--- src/rtl/s_16bit_unfold.sv ---
// s_16bit_unfold: streaming inverse of the 16->8 bit XOR fold.
// Rebuilds {fold ^ lo, lo} for the a and b paths and presents the words
// through a small registered output buffer with valid/ready handshakes.
// Optional build macro: UNFOLD_SIG_EN adds an 8-bit running pop signature.
module s_16bit_unfold #(
  parameter int DEPTH = 2,
  parameter int CNT_W = 16
) (
  input  logic             clk,
  input  logic             rst_n,
  input  logic             in_valid,
  output logic             in_ready,
  input  logic [7:0]       aa,
  input  logic [7:0]       bb,
  input  logic [7:0]       a_lo,
  input  logic [7:0]       b_lo,
  output logic             out_valid,
  input  logic             out_ready,
  output logic [15:0]      a,
  output logic [15:0]      b,
`ifdef UNFOLD_SIG_EN
  output logic [7:0]       sig,
`endif
  output logic [CNT_W-1:0] word_cnt
);

  localparam int PTR_W = $clog2(DEPTH);
  localparam int OCC_W = $clog2(DEPTH + 1);

  // High half recovered from the fold: no carries, plain bitwise XOR.
  function automatic logic [7:0] unfold_hi(input logic [7:0] fold, input logic [7:0] lo);
    return fold ^ lo;
  endfunction

  // Re-fold of a 16-bit word back to its 8-bit XOR signature.
  function automatic logic [7:0] fold16(input logic [15:0] w);
    return w[15:8] ^ w[7:0];
  endfunction

  logic [15:0]      mem_a_r [DEPTH];
  logic [15:0]      mem_b_r [DEPTH];
  logic [PTR_W-1:0] rd_ptr_r;
  logic [PTR_W-1:0] wr_ptr_r;
  logic [OCC_W-1:0] occ_r;
  logic             out_valid_r;
  logic             in_ready_r;
  logic [15:0]      a_r;
  logic [15:0]      b_r;
  logic [CNT_W-1:0] word_cnt_r;

  logic             accept_s;
  logic             pop_s;
  logic             bypass_s;
  logic [15:0]      in_a_s;
  logic [15:0]      in_b_s;
  logic [OCC_W-1:0] occ_next_s;
  logic [PTR_W-1:0] rd_next_s;
  logic [15:0]      head_a_next_s;
  logic [15:0]      head_b_next_s;

  assign accept_s = in_valid & in_ready_r;
  assign pop_s    = out_valid_r & out_ready;
  assign in_a_s   = {unfold_hi(aa, a_lo), a_lo};
  assign in_b_s   = {unfold_hi(bb, b_lo), b_lo};

  // Next occupancy, read pointer and the word that becomes the head next cycle.
  always_comb begin
    occ_next_s    = occ_r;
    rd_next_s     = rd_ptr_r;
    bypass_s      = 1'b0;
    head_a_next_s = a_r;
    head_b_next_s = b_r;
    case ({accept_s, pop_s})
      2'b10:   occ_next_s = occ_r + OCC_W'(1);
      2'b01:   occ_next_s = occ_r - OCC_W'(1);
      default: occ_next_s = occ_r;
    endcase
    if (pop_s) begin
      rd_next_s = rd_ptr_r + PTR_W'(1);
    end else begin
      rd_next_s = rd_ptr_r;
    end
    // The incoming word lands on the next read slot only if the buffer drains
    // to nothing this cycle; the memory write is not visible yet, so bypass it.
    if (accept_s && ((occ_r == OCC_W'(0)) || ((occ_r == OCC_W'(1)) && pop_s))) begin
      bypass_s = 1'b1;
    end else begin
      bypass_s = 1'b0;
    end
    if (occ_next_s == OCC_W'(0)) begin
      head_a_next_s = a_r;              // empty: keep the last popped word
      head_b_next_s = b_r;
    end else if (bypass_s) begin
      head_a_next_s = in_a_s;
      head_b_next_s = in_b_s;
    end else begin
      head_a_next_s = mem_a_r[rd_next_s];
      head_b_next_s = mem_b_r[rd_next_s];
    end
  end

  // Buffer storage and write pointer.
  always_ff @(posedge clk or negedge rst_n) begin
    if (!rst_n) begin
      for (int i = 0; i < DEPTH; i++) begin
        mem_a_r[i] <= 16'h0000;
        mem_b_r[i] <= 16'h0000;
      end
      wr_ptr_r <= {PTR_W{1'b0}};
    end else if (accept_s) begin
      mem_a_r[wr_ptr_r] <= in_a_s;
      mem_b_r[wr_ptr_r] <= in_b_s;
      wr_ptr_r          <= wr_ptr_r + PTR_W'(1);
    end else begin
      wr_ptr_r <= wr_ptr_r;
    end
  end

  // Read pointer, occupancy, handshake flags and registered head outputs.
  always_ff @(posedge clk or negedge rst_n) begin
    if (!rst_n) begin
      rd_ptr_r    <= {PTR_W{1'b0}};
      occ_r       <= {OCC_W{1'b0}};
      out_valid_r <= 1'b0;
      in_ready_r  <= 1'b1;
      a_r         <= 16'h0000;
      b_r         <= 16'h0000;
    end else begin
      rd_ptr_r    <= rd_next_s;
      occ_r       <= occ_next_s;
      out_valid_r <= (occ_next_s != OCC_W'(0));
      in_ready_r  <= (occ_next_s != OCC_W'(DEPTH));
      a_r         <= head_a_next_s;
      b_r         <= head_b_next_s;
    end
  end

  // Count of accepted words, wrapping naturally at 2^CNT_W.
  always_ff @(posedge clk or negedge rst_n) begin
    if (!rst_n) begin
      word_cnt_r <= {CNT_W{1'b0}};
    end else if (accept_s) begin
      word_cnt_r <= word_cnt_r + CNT_W'(1);
    end else begin
      word_cnt_r <= word_cnt_r;
    end
  end

`ifdef UNFOLD_SIG_EN
  logic [7:0] sig_r;

  // Running signature of every popped word, comparable to the transmit fold.
  always_ff @(posedge clk or negedge rst_n) begin
    if (!rst_n) begin
      sig_r <= 8'h00;
    end else if (pop_s) begin
      sig_r <= sig_r ^ fold16(a_r) ^ fold16(b_r);
    end else begin
      sig_r <= sig_r;
    end
  end

  assign sig = sig_r;
`endif

  assign in_ready  = in_ready_r;
  assign out_valid = out_valid_r;
  assign a         = a_r;
  assign b         = b_r;
  assign word_cnt  = word_cnt_r;

endmodule

--- config.mk ---
export PLATFORM = sky130hd
export DESIGN_NAME = s_16bit_unfold
export DESIGN_NICKNAME = d
export VERILOG_FILES = /design/src/rtl/s_16bit_unfold.sv
export SDC_FILE = /design/constraint.sdc
export NUM_CORES = 1
export LEC_CHECK = 0
export CAP_MARGIN = 20
export CORE_UTILIZATION = 25
export CTS_CLUSTER_DIAMETER = 30
export CTS_CLUSTER_SIZE = 30
export DETAILED_ROUTE_END_ITERATION = 6
export PLACE_DENSITY = 0.51
export SLEW_MARGIN = 0
export SYNTH_ARGS = -nofsm -noshare
export SYNTH_HDL_FRONTEND = slang
export SYNTH_SLANG_ARGS = --single-unit
--- constraint.sdc ---
create_clock -name clk -period 3.4 [get_ports clk]
set_clock_uncertainty 0.1 [all_clocks]
set_input_delay 0.34 -clock clk [delete_from_list [all_inputs] [get_ports clk]]
set_output_delay 0.34 -clock clk [all_outputs]
set_load 0.05 [all_outputs]
==> qor.log, run 1 <==
[yosys] cell with the most instances after synthesis sky130_fd_sc_hd__dfrtp_1
[cells_and_area] area taken by flip-flops and latches 2950 sq um
[critical_path] critical path buffer and inverter count 1
[critical_path] required time of the critical path 2960 ps
[detailed_routing] average vias per placed instance 4.84
[detailed_routing] final routed wire length divided by cell count 17.4 um
[cells_and_area] Final Non-Filler Cells 869
[floorplan] floorplan core area 21900 sq um
[global_routing] via count of the first global-routing pass 4363
[critical_path] Cell Chain, Critical Path clkdlybuf4s50_1
[global_routing] initial antenna violation count 0
[floorplan] overall die height 152 um
[clock_tree] count of hold buffers inserted by post-cts repair 1
[yosys] post-synth cell types 36
[critical_path] cell type of the slowest stage on the worst timing path sky130_fd_sc_hd__clkdlybuf4s50_1
[detailed_routing] number of vias after detailed routing 4208
[sta] min cycle time layout 2240 ps
[sta] maximum clock rate 447 MHz
[sta] final setup fails 0
[yosys] Syn Nets 539
[detailed_routing] DR pass1 iterations 7
[detailed_routing] post-detailed-route DRC marker count 0
[clock_tree] H-Tree Depth 4
[yosys] proportion of synthesized chip area in sequential cells 52.7%
[clock_tree] Post-CTS Setup Repair Bufs 0
[clock_tree] quantity of gates resized following cts 0
[clock_tree] Num CTS Buffers 17
[power] peak ir drop on the vdd network 462 uV
[sta] worst slew pin tran 1040 ps
[clock_tree] TritonCTS clock tree yes
[critical_path] CP Max Fanout 6
[yosys] number of storage elements in the synthesis netlist 118
[yosys] Synth Cell Area 5610 sq um
[critical_path] data arrival time at the worst-slack endpoint 1800 ps
[yosys] async set-reset flop share out of synthesis 100%
[placement] half-perimeter wire length of the detailed placement result 9100 um
[cells_and_area] Layout Area Growth over Synthesis 30.4%
[yosys] share of the synthesized area in the top cell type 52.2%
[yosys] Most used DFF post-synth sky130_fd_sc_hd__dfrtp_1
[status] outcome finished, final reports clean
[cells_and_area] ratio of cells with drive above 1 in the final layout 19.0%
[global_routing] global-route wire length before repair 24500 um
[critical_path] kind of capture point of the worst setup path output port
[cells_and_area] filler instances 2224
[clock_tree] clock transition time at the flip-flop clock pins of the worst setup and hold paths 50 ps
[yosys] most used standard cells in the synthesized netlist sky130_fd_sc_hd__dfrtp_1, sky130_fd_sc_hd__o21ai_0, sky130_fd_sc_hd__nand2_1, sky130_fd_sc_hd__nand3_1, sky130_fd_sc_hd__mux2_2
[clock_tree] clock latency of the later-clocked register in the worst-skew pair 410 ps
[critical_path] instance count on the critical path 1
[sta] number of endpoints with negative hold slack in the final report 0
[detailed_routing] wirelength, routed 15200 um
[power] static power due to leakage 3.08 nW
[critical_path] WS Path Type reg2out
[cells_and_area] total number of nets in the final design 615
[critical_path] Worst path top cell family by delay buffers and inverters
[sta] setup TNS after final layout 0 ps
[floorplan] starting density of the core 25.6%
[cells_and_area] number of diodes added for antenna fixing 0
[min_path] class of the tightest hold or removal check reg2reg
[global_routing] largest net degree at the start of global routing 67
[yosys] gate count of the mapped netlist 500
[placement] Placed Cells incl. Taps 836
[detailed_routing] violation count after the first detailed-routing iteration 242
[clock_tree] largest buffer count on any clock path 2
[yosys] number of synthesized flops with an enable pin 0
[floorplan] IO Pins 86
[placement] global placer's final weighted congestion 0.764
[sta] Pins Over Slew Limit 0
[sta] period utilisation layout 65.8%
[critical_path] crit-path max cell delay 810 ps
[yosys] Area contributors post-synth sky130_fd_sc_hd__dfrtp_1, sky130_fd_sc_hd__mux2_4, sky130_fd_sc_hd__mux2_2, sky130_fd_sc_hd__o21ai_0, sky130_fd_sc_hd__xnor2_1
[global_routing] all-layer global routing usage 14.1%
[yosys] library cell occupying the most area in the post-synthesis netlist sky130_fd_sc_hd__dfrtp_1
[yosys] count of warnings emitted by yosys 0
[floorplan] die area 23000 sq um
[cells_and_area] area of the multi-input gates 2480 sq um
[placement] I/O Buffers 85
[floorplan] std cell rows 54
[floorplan] Chip Width 152 um
[power] P per Cell Area 1130 nW/um^2
[run] max-cap viol count 0
[clock_tree] cell at the root of the clock tree sky130_fd_sc_hd__clkbuf_16
[detailed_routing] antenna-violating nets left 0
[critical_path] R2R depth 3
[clock_tree] clock sink total 118
[sta] normalized max-slew margin 30.6%
[global_routing] gr ovfl total 0
[min_path] count of cells along the worst hold path 1
[sta] unrepaired setup endpoints after global routing false
[yosys] Post-Synthesis Mean Instance Area 11.2 sq um
[critical_path] critical path launch point type register
area by class of cell:
type                    count  share of cell area (%)
clock inverters            10                    1.78
inverters                   4                   0.205
multi-input cells         340                    33.9
clock buffers              22                    6.08
repair buffers             95                    12.8
well taps                 280                    4.79
flip-flops and latches    118                    40.4
report_power, final:
part / internal (mW) / switching [mW] / leakage (nW)
sequential: 2.08 / 0.410 / 1.44
clock: 1.14 / 0.614 / 0.278
combinational: 1.79 / 2.26 / 1.36
total: 5.01 / 3.28 / 3.08
registers in the layout (all words and copies together) (netlist names):
| name | cells |
|---|---|
| word_cnt | 16 |
| wr_ptr_r | 1 |
| mem_a_r | 32 |
| rd_ptr_r | 1 |
| out_valid | 1 |
| occ_r | 2 |
| in_ready | 1 |
| b | 16 |
| a | 16 |
| mem_b_r | 32 |
metal layers:
layer	up-vias	GRT usage, %	part of all wire, %
met4	0	5.45	1.9
met5	-	0	0
met2	128	23.5	47
li1	1937	-	-
met1	2121	17.8	46
met3	22	3.14	5.1
logic make-up after synthesis:
group	share of synthesized area (%)
flip-flops	52.7
multiplexers	14.8
XOR/XNOR	5.24
adder cells (fa/ha/maj)	0.670
AO/OA/AOI/OAI	10.6
buffers and inverters	3.55
AND/OR/NAND/NOR	12.4
placed cells by master, fill, tap and decap left out, types with 2 or more instances in the layout:
cell                              count
sky130_fd_sc_hd__clkdlybuf4s50_1     84
sky130_fd_sc_hd__nor2_1               7
sky130_fd_sc_hd__nand4_1              6
sky130_fd_sc_hd__nor3b_1             16
sky130_fd_sc_hd__xnor2_1             24
sky130_fd_sc_hd__nor3_1              17
sky130_fd_sc_hd__a31oi_1             32
sky130_fd_sc_hd__dfrtp_1            117
sky130_fd_sc_hd__ha_1                 3
sky130_fd_sc_hd__mux2_4              29
sky130_fd_sc_hd__bufinv_16            3
sky130_fd_sc_hd__nand3_1             36
sky130_fd_sc_hd__o21ai_0             64
sky130_fd_sc_hd__inv_1                4
sky130_fd_sc_hd__clkinv_2             5
sky130_fd_sc_hd__buf_4                9
sky130_fd_sc_hd__mux2_2              35
sky130_fd_sc_hd__clkbuf_1             5
sky130_fd_sc_hd__xor2_1               7
sky130_fd_sc_hd__nand2_1             45
sky130_fd_sc_hd__clkinvlp_4           2
sky130_fd_sc_hd__clkbuf_16           17
stage by stage:
| step | setup WS, ps | total power, mW | hold slack (ps) | utilization (%) | instance area (sq um) |
|---|---|---|---|---|---|
| floorplan | 1310 | 5.41 | -55.6 | - | 5610 |
| global placement | 853 | 6.49 | 355 | 30.7 | 6730 |
| detailed placement | 843 | 6.59 | 358 | 30.7 | 6730 |
| CTS | 1130 | 8.39 | 369 | 33.4 | 7310 |
| global route | 1090 | 8.80 | 391 | 33.4 | 7310 |
| finish | 1160 | 8.30 | 363 | 33.4 | 7310 |
final timing paths:
path / from / to / slack (ps)
max in group asynchronous: rst_n / in_ready / 1750
min in group asynchronous: rst_n / a[6] / 530
worst max-delay path: in_ready / in_ready / 1160
worst max register to register: in_ready / mem_a_r[5] / 1230
worst min register to register: word_cnt[15] / word_cnt[15] / 360
worst min-delay path: word_cnt[15] / word_cnt[15] / 360
Power figures use the tool's default switching activity.
==> run 2, diff against run 1 <==
==> constraint.sdc (replaced) <==
create_clock -name clk -period 2.2 [get_ports clk]
set_clock_uncertainty 0.1 [all_clocks]
set_input_delay 0.22 -clock clk [delete_from_list [all_inputs] [get_ports clk]]
set_output_delay 0.22 -clock clk [all_outputs]
set_load 0.05 [all_outputs]
==> run 2 against run 1 <==
Flip-flop and latch count is the same. Final area grew 3.8%. Sequential share of layout area shrank 1.5 points. Cell count is 2.1% higher.
==> qor.log, run 2 (synthesized netlist as in run 1, its figures left out) <==
[status] outcome finished, final reports clean
[clock_tree] clock sink total 118 [unchanged]
[cells_and_area] Finished Cell Area 7580 sq um [+3.8%]
[detailed_routing] final routed wire length divided by cell count 17.2 um [-1.2%]
[placement] global placer's final weighted congestion 0.793 [+3.8%]
[floorplan] floorplan core area 21900 sq um [unchanged]
[cells_and_area] Layout Area Growth over Synthesis 35.3%
[cells_and_area] largest registers mem_a_r: 32 flops, mem_b_r: 32 flops
[sta] period utilisation layout 97.4%
[placement] Placed Cells incl. Taps 854 [+2.2%]
[floorplan] overall die height 152 um [unchanged]
[clock_tree] Post-CTS Setup Repair Bufs 0 [unchanged]
[clock_tree] largest buffer count on any clock path 2 [unchanged]
[placement] total cell area at the placement stage 6980 sq um [+3.8%]
[clock_tree] TritonCTS clock tree yes
[detailed_routing] wirelength, routed 15300 um [+0.90%]
[critical_path] CP Max Fanout 6 [unchanged]
[global_routing] initial antenna violation count 0 [unchanged]
[sta] Pins Over Slew Limit 0 [unchanged]
[sta] maximum clock rate 467 MHz
[power] static power due to leakage 3.22 nW [+4.5%]
[cells_and_area] Final Non-Filler Cells 887 [+2.1%]
[global_routing] via count of the first global-routing pass 4571 [+4.8%]
[global_routing] gr ovfl total 0 [unchanged]
[floorplan] IO Pins 86 [unchanged]
[power] P per Cell Area 1760 nW/um^2 [+55%]
[critical_path] Cell Chain, Critical Path clkdlybuf4s50_1
[critical_path] WS Path Type reg2out
[cells_and_area] total number of nets in the final design 633 [+2.9%]
[floorplan] std cell rows 54 [unchanged]
[critical_path] kind of capture point of the worst setup path output port
[global_routing] largest net degree at the start of global routing 62 [-7.5%]
[cells_and_area] ratio of cells with drive above 1 in the final layout 22.4% [+3.4 points]
[detailed_routing] violation count after the first detailed-routing iteration 256 [+5.8%]
[critical_path] required time of the critical path 1880 ps [-1080 ps]
[critical_path] data arrival time at the worst-slack endpoint 1820 ps [+20 ps]
[floorplan] starting density of the core 25.6% [unchanged]
[placement] half-perimeter wire length of the detailed placement result 9950 um [+9.3%]
[sta] min cycle time layout 2140 ps
[cells_and_area] leading cell type in the layout, fill and taps excluded sky130_fd_sc_hd__dfrtp_1
[detailed_routing] antenna-violating nets left 0 [unchanged]
[global_routing] all-layer global routing usage 14.4% [+0.28 points]
[detailed_routing] post-detailed-route DRC marker count 0 [unchanged]
[critical_path] critical path launch point type register
[critical_path] Worst path top cell family by delay buffers and inverters
[run] max-cap viol count 0 [unchanged]
[clock_tree] clock latency of the later-clocked register in the worst-skew pair 420 ps [about the same]
[clock_tree] clock transition time at the flip-flop clock pins of the worst setup and hold paths 50 ps [about the same]
[placement] I/O Buffers 85 [unchanged]
[critical_path] crit-path max cell delay 820 ps [about the same]
[detailed_routing] DR pass1 iterations 4 [-3]
[sta] final setup fails 0 [unchanged]
[sta] normalized max-slew margin 63.8% [+33 points]
[sta] unrepaired setup endpoints after global routing false
[global_routing] global-route wire length before repair 24900 um [+2.0%]
[detailed_routing] average vias per placed instance 4.79 [-1.2%]
[power] peak ir drop on the vdd network 865 uV [+87%]
[sta] worst slew pin tran 541 ps [-501 ps]
[cells_and_area] post-layout util 34.6% [+1.3 points]
[floorplan] die area 23000 sq um [unchanged]
[clock_tree] H-Tree Depth 4 [unchanged]
[critical_path] critical path buffer and inverter count 1 [unchanged]
[sta] number of endpoints with negative hold slack in the final report 0 [unchanged]
[clock_tree] cell at the root of the clock tree sky130_fd_sc_hd__clkbuf_16
[floorplan] Chip Width 152 um [unchanged]
[cells_and_area] most used cells in the layout excluding fill and tap cells sky130_fd_sc_hd__dfrtp_1, sky130_fd_sc_hd__clkdlybuf4s50_1, sky130_fd_sc_hd__o21ai_0
[critical_path] cell type of the slowest stage on the worst timing path sky130_fd_sc_hd__clkdlybuf4s50_1
[clock_tree] Num CTS Buffers 17 [unchanged]
[min_path] class of the tightest hold or removal check in2async
[detailed_routing] number of vias after detailed routing 4245 [+0.88%]
[sta] final hold slack 212 ps [-151 ps]
[cells_and_area] number of diodes added for antenna fixing 0 [unchanged]
## run 2: per-stage QoR
step / setup WS (ps) / power (mW) / setup TNS (ps)
2_1_floorplan: 110 / 8.36 / 0
3_3_place_gp: -64.5 / 10.4 / -1710
3_5_place_dp: -92.9 / 10.6 / -2280
4_1_cts: 43.6 / 13.5 / 0
5_1_grt: 6.57 / 14.1 / 0
6_report: 56.7 / 13.3 / 0
## run 2: what timing repair did
item / in CTS / in global routing
endpoints found under the hold margin: 33 / 0
gates resized for setup: 0 / 1
endpoints found under the setup margin: 0 / 10
hold buffers: 1 / 0
## run 2: path summary, 6_finish.rpt
| kind | from | endpoint | slack, ps | depth (start not counted) |
|---|---|---|---|---|
| min | rst_n | word_cnt[5] | 210 | 2 |
| min in group clk | word_cnt[15] | word_cnt[15] | 360 | 1 |
| max in group asynchronous | rst_n | mem_b_r[3] | 1070 | 3 |
| max | in_ready | in_ready | 60 | 1 |
| max reg2reg | in_ready | b[15] | 150 | 5 |
| min reg2reg | word_cnt[15] | word_cnt[15] | 360 | 1 |
## run 2: report_power, final
part	switching, mW	leakage, nW	internal, mW	total [mW]
clock network	1.00	0.282	1.77	2.77
registers	0.622	1.44	3.21	3.83
logic	3.63	1.50	3.10	6.73
total	5.25	3.22	8.08	13.3
## run 2: cell type report
class	count	area, sq um
fill	2188	14300
sequential	118	2950
multi-input combinational	340	2480
timing repair buffer	113	1200
clock buffer	18	429
tap	280	350
clock inverter	14	159
inverter	4	15.0
## run 2: per-layer routing
| layer | vias to the layer above | wire (um) | track usage [%] |
|---|---|---|---|
| li1 | 1971 | - | - |
| met1 | 2137 | 7040 | 19.1 |
| met2 | 126 | 7260 | 22.9 |
| met3 | 11 | 869 | 4.28 |
| met4 | 0 | 124 | 3.66 |
| met5 | - | 0 | 0 |
==> run 3, diff against run 2 <==
--- a/config.mk
+++ b/config.mk
@@ -7,7 +7,7 @@
 export LEC_CHECK = 0
 export CAP_MARGIN = 20
 export CORE_UTILIZATION = 25
-export CTS_CLUSTER_DIAMETER = 30
+export CTS_CLUSTER_DIAMETER = 80
 export CTS_CLUSTER_SIZE = 30
 export DETAILED_ROUTE_END_ITERATION = 6
 export PLACE_DENSITY = 0.51
==> results of run 3 <==
Same layout as run 2: the final DEF is identical, and so are final timing and power.
